===== config.mk =====
export PLATFORM = sky130hd
export DESIGN_NAME = popcount
export DESIGN_NICKNAME = d
export VERILOG_FILES = /design/src/rtl/popcount.sv
export SDC_FILE = /design/constraint.sdc
export NUM_CORES = 1
export LEC_CHECK = 0
export ABC_AREA = 1
export CAP_MARGIN = 30
export CORE_MARGIN = 2
export CORE_UTILIZATION = 44
export DETAILED_ROUTE_END_ITERATION = 16
export GPL_ROUTABILITY_DRIVEN = 0
export PLACE_DENSITY = 0.85
export SLEW_MARGIN = 20
export SYNTH_ARGS = -nofsm -noshare
export SYNTH_HDL_FRONTEND = slang
export SYNTH_SLANG_ARGS = --single-unit

===== constraint.sdc =====
create_clock -name vclk -period 8.1
set_input_delay 1.215 -clock vclk [all_inputs]
set_output_delay 1.215 -clock vclk [all_outputs]
set_load 0.1 [all_outputs]

===== src/rtl/popcount.sv =====
// Combinational population count of a WIDTH-bit vector.
module popcount #(
    parameter int unsigned WIDTH = 32
) (
    input  logic [WIDTH-1:0]           vec_i,
    output logic [$clog2(WIDTH+1)-1:0] cnt_o
);

    localparam int unsigned OUT_W = $clog2(WIDTH + 1);

    always_comb begin
        cnt_o = '0;
        for (int unsigned i = 0; i < WIDTH; i++) begin
            cnt_o = cnt_o + OUT_W'(vec_i[i]);
        end
    end

endmodule


==> flow_results.org <==
** Clock network
- Buffers added to address setup during post-CTS repair amount to 0.
- For this design, the CTS-stage hold fixing added 0 buffers.
- Post-cts gate resize count :: 0

** Detailed routing
- The first routing iteration left 4 violations.
- Vias per cell :: 4.47
- Dividing the detail-routed wire length by the instance count gives 10.5 µm.
- In the routed design, unresolved DRC markers number 0.
- The pre-antenna-repair detailed-routing pass consisted of 4 iterations.
- Post-route antenna net violation count :: 0
- The routed design has 1620 µm of wire.
- Across all layers, the routed design uses 689 vias.

** Timing
- At the pin with the least slew margin, the transition time is 279 ps.
- Setup repair after global routing missed its margin :: false
- Final hold viol count :: 0
- Max_slew headroom :: 0.815
- Fraction of the cycle the final worst path needs :: 0.899
- Minimum period implied by the final worst setup slack :: 7280 ps
- Highest achievable clock rate :: 137 MHz
- The final-report max-slew violation count came to 0.
- For the final routed database, the setup TNS stands at 0 ps.
- Setup violations remaining at the end of the flow were counted as 0.

** Floorplan
- 38 I/O pins were placed.
- The core region is 1730 µm².
- # rows :: 15
- The floorplan step defined a die boundary enclosing 2200 µm².
- DIE HEIGHT :: 46.9 µm
- For this configuration, the core starts out at a cell density of 0.469.
- Die W :: 46.9 µm

** Worst setup path
- The critical path is of the input pin to output pin type.
- Endpoint type of the worst setup path :: output pin
- The worst setup path is launched from an input pin.
- Worst EP required :: 6880 ps
- Crit-path max FO :: 3
- Data arrival at the endpoint of the critical path :: 6070 ps

** Global routing
- The number of global-route vias before repair is 722.
- For this run the aggregate overflow at the end of global routing stands at 0.
- The initial antenna violation count was 0.
- Wire length of the first global-routing pass :: 2570 µm
- Entering global routing, the biggest net connects 7 pins.
- For this run, the total global-route usage over all layers was measured as 0.161.

** Finish
- At the end of the flow, the number of nets in the layout was 194.
- Diodes inserted :: 0
- Core Util, Final :: 0.706
- Number of clock buffers in the layout :: 0
- Excluding fillers, the count of instances in the completed layout stands at 154.
- Multi-input gate area in the final layout :: 671 µm²
- The design has 0 sequential cells.
- The layout has 134 filler cells.
- The finished cells cover 1220 µm².
- Storage element area :: 0 µm²
- In the final layout, the share of cells above drive strength 1 is 0.0543.
- From synthesis to final layout, the design area changed by 50.5%.

** Run
- Max Cap Violations :: 0

** Logic synthesis
- Number of instances in the synthesized netlist :: 91
- Synthesis Warnings :: 0
- Netlist Area Pre-Place :: 810 µm²
- Distinct cell type count of the synthesized netlist :: 9
- Averaged over all synthesized cells, the footprint is 8.90 µm².
- The number of nets in the synthesized netlist is 154.
- Part of the Yosys area used for sequential elements :: 0

** Placement
- Area of placed instances :: 1220 µm²
- Count of input and output buffers :: 38
- The HPWL after detailed placement is 1610 µm.
- The number of placed instances, taps included, is 154.

** Hold path
- In this run the worst hold path is classified as input pin to output pin.

** Run status
- Result of the run :: finished clean
-- layout by cell type (no fill, tap or decap), drive strengths merged --
master	count
inv	37
nand3	7
fa	24
nand2	11
a21oi	2
xnor2	1
nor2	2
clkdlybuf4s50	32
buf	6
ha	7
-- kinds of logic (layout without fill, tap and decap cells) --
group / Yosys count / after routing / share of synthesized area
AOI/OAI and AO/OA: 2 / 2 / 0.0124
xor gates and xnor gates: 1 / 1 / 0.0108
and+or+nand+nor: 20 / 20 / 0.104
buffers and inverters: 37 / 75 / 0.172
adders and majority gates: 31 / 31 / 0.702
-- area by class of cell --
class	instances	area share
repair buffers	38	0.310
well taps	25	0.0257
multi-input cells	54	0.550
inverters	37	0.114
-- Yosys cell counts --
master | number | share of area
sky130_fd_sc_hd__inv_1 | 36 | 0.17
sky130_fd_sc_hd__fa_1 | 24 | 0.59
sky130_fd_sc_hd__nand2_1 | 11 | 0.051
sky130_fd_sc_hd__ha_1 | 7 | 0.11
sky130_fd_sc_hd__nand3_1 | 7 | 0.043
sky130_fd_sc_hd__a21oi_1 | 2 | 0.012
sky130_fd_sc_hd__nor2_1 | 2 | 0.0093
sky130_fd_sc_hd__inv_2 | 1 | 0.0046
sky130_fd_sc_hd__xnor2_1 | 1 | 0.011
-- path summary, 6_finish.rpt --
| kind | from | to | depth (start not counted) |
|---|---|---|---|
| worst max-delay path | vec_i[0] | cnt_o[4] | 20 |
| worst min-delay path | vec_i[2] | cnt_o[0] | 3 |
-- stage by stage --
step	setup slack, ps	hold slack, ps
5_1_grt	574	3330
3_5_place_dp	797	3300
2_1_floorplan	399	2980
3_3_place_gp	894	3290
4_1_cts	787	3300
6_report	818	3290
-- metal layers --
layer,track usage,share of wire,vias to the layer above
met1,0.151,0.32,331
li1,-,-,330
met2,0.370,0.61,26
met5,0,0,-
met3,0.00769,0.060,2
met4,0.0167,0.0086,0
-- worst max-delay path, cell delays in order --
cell and delay [ps]:
sky130_fd_sc_hd__clkdlybuf4s50_1 460, sky130_fd_sc_hd__inv_1 50, sky130_fd_sc_hd__fa_1 530, sky130_fd_sc_hd__inv_1 50, sky130_fd_sc_hd__fa_1 520, sky130_fd_sc_hd__fa_1 450, sky130_fd_sc_hd__fa_1 520, sky130_fd_sc_hd__fa_1 520
sky130_fd_sc_hd__inv_1 50, sky130_fd_sc_hd__fa_1 430, sky130_fd_sc_hd__inv_1 60, sky130_fd_sc_hd__ha_1 180, sky130_fd_sc_hd__inv_1 60, sky130_fd_sc_hd__fa_1 400, sky130_fd_sc_hd__inv_1 90, sky130_fd_sc_hd__nand2_1 50
sky130_fd_sc_hd__nand2_1 60, sky130_fd_sc_hd__nand3_1 60, sky130_fd_sc_hd__nand2_1 120, sky130_fd_sc_hd__buf_12 180
Power is not shown: default switching activity piles up to over one toggle a cycle in this logic, so the estimate is an artifact.
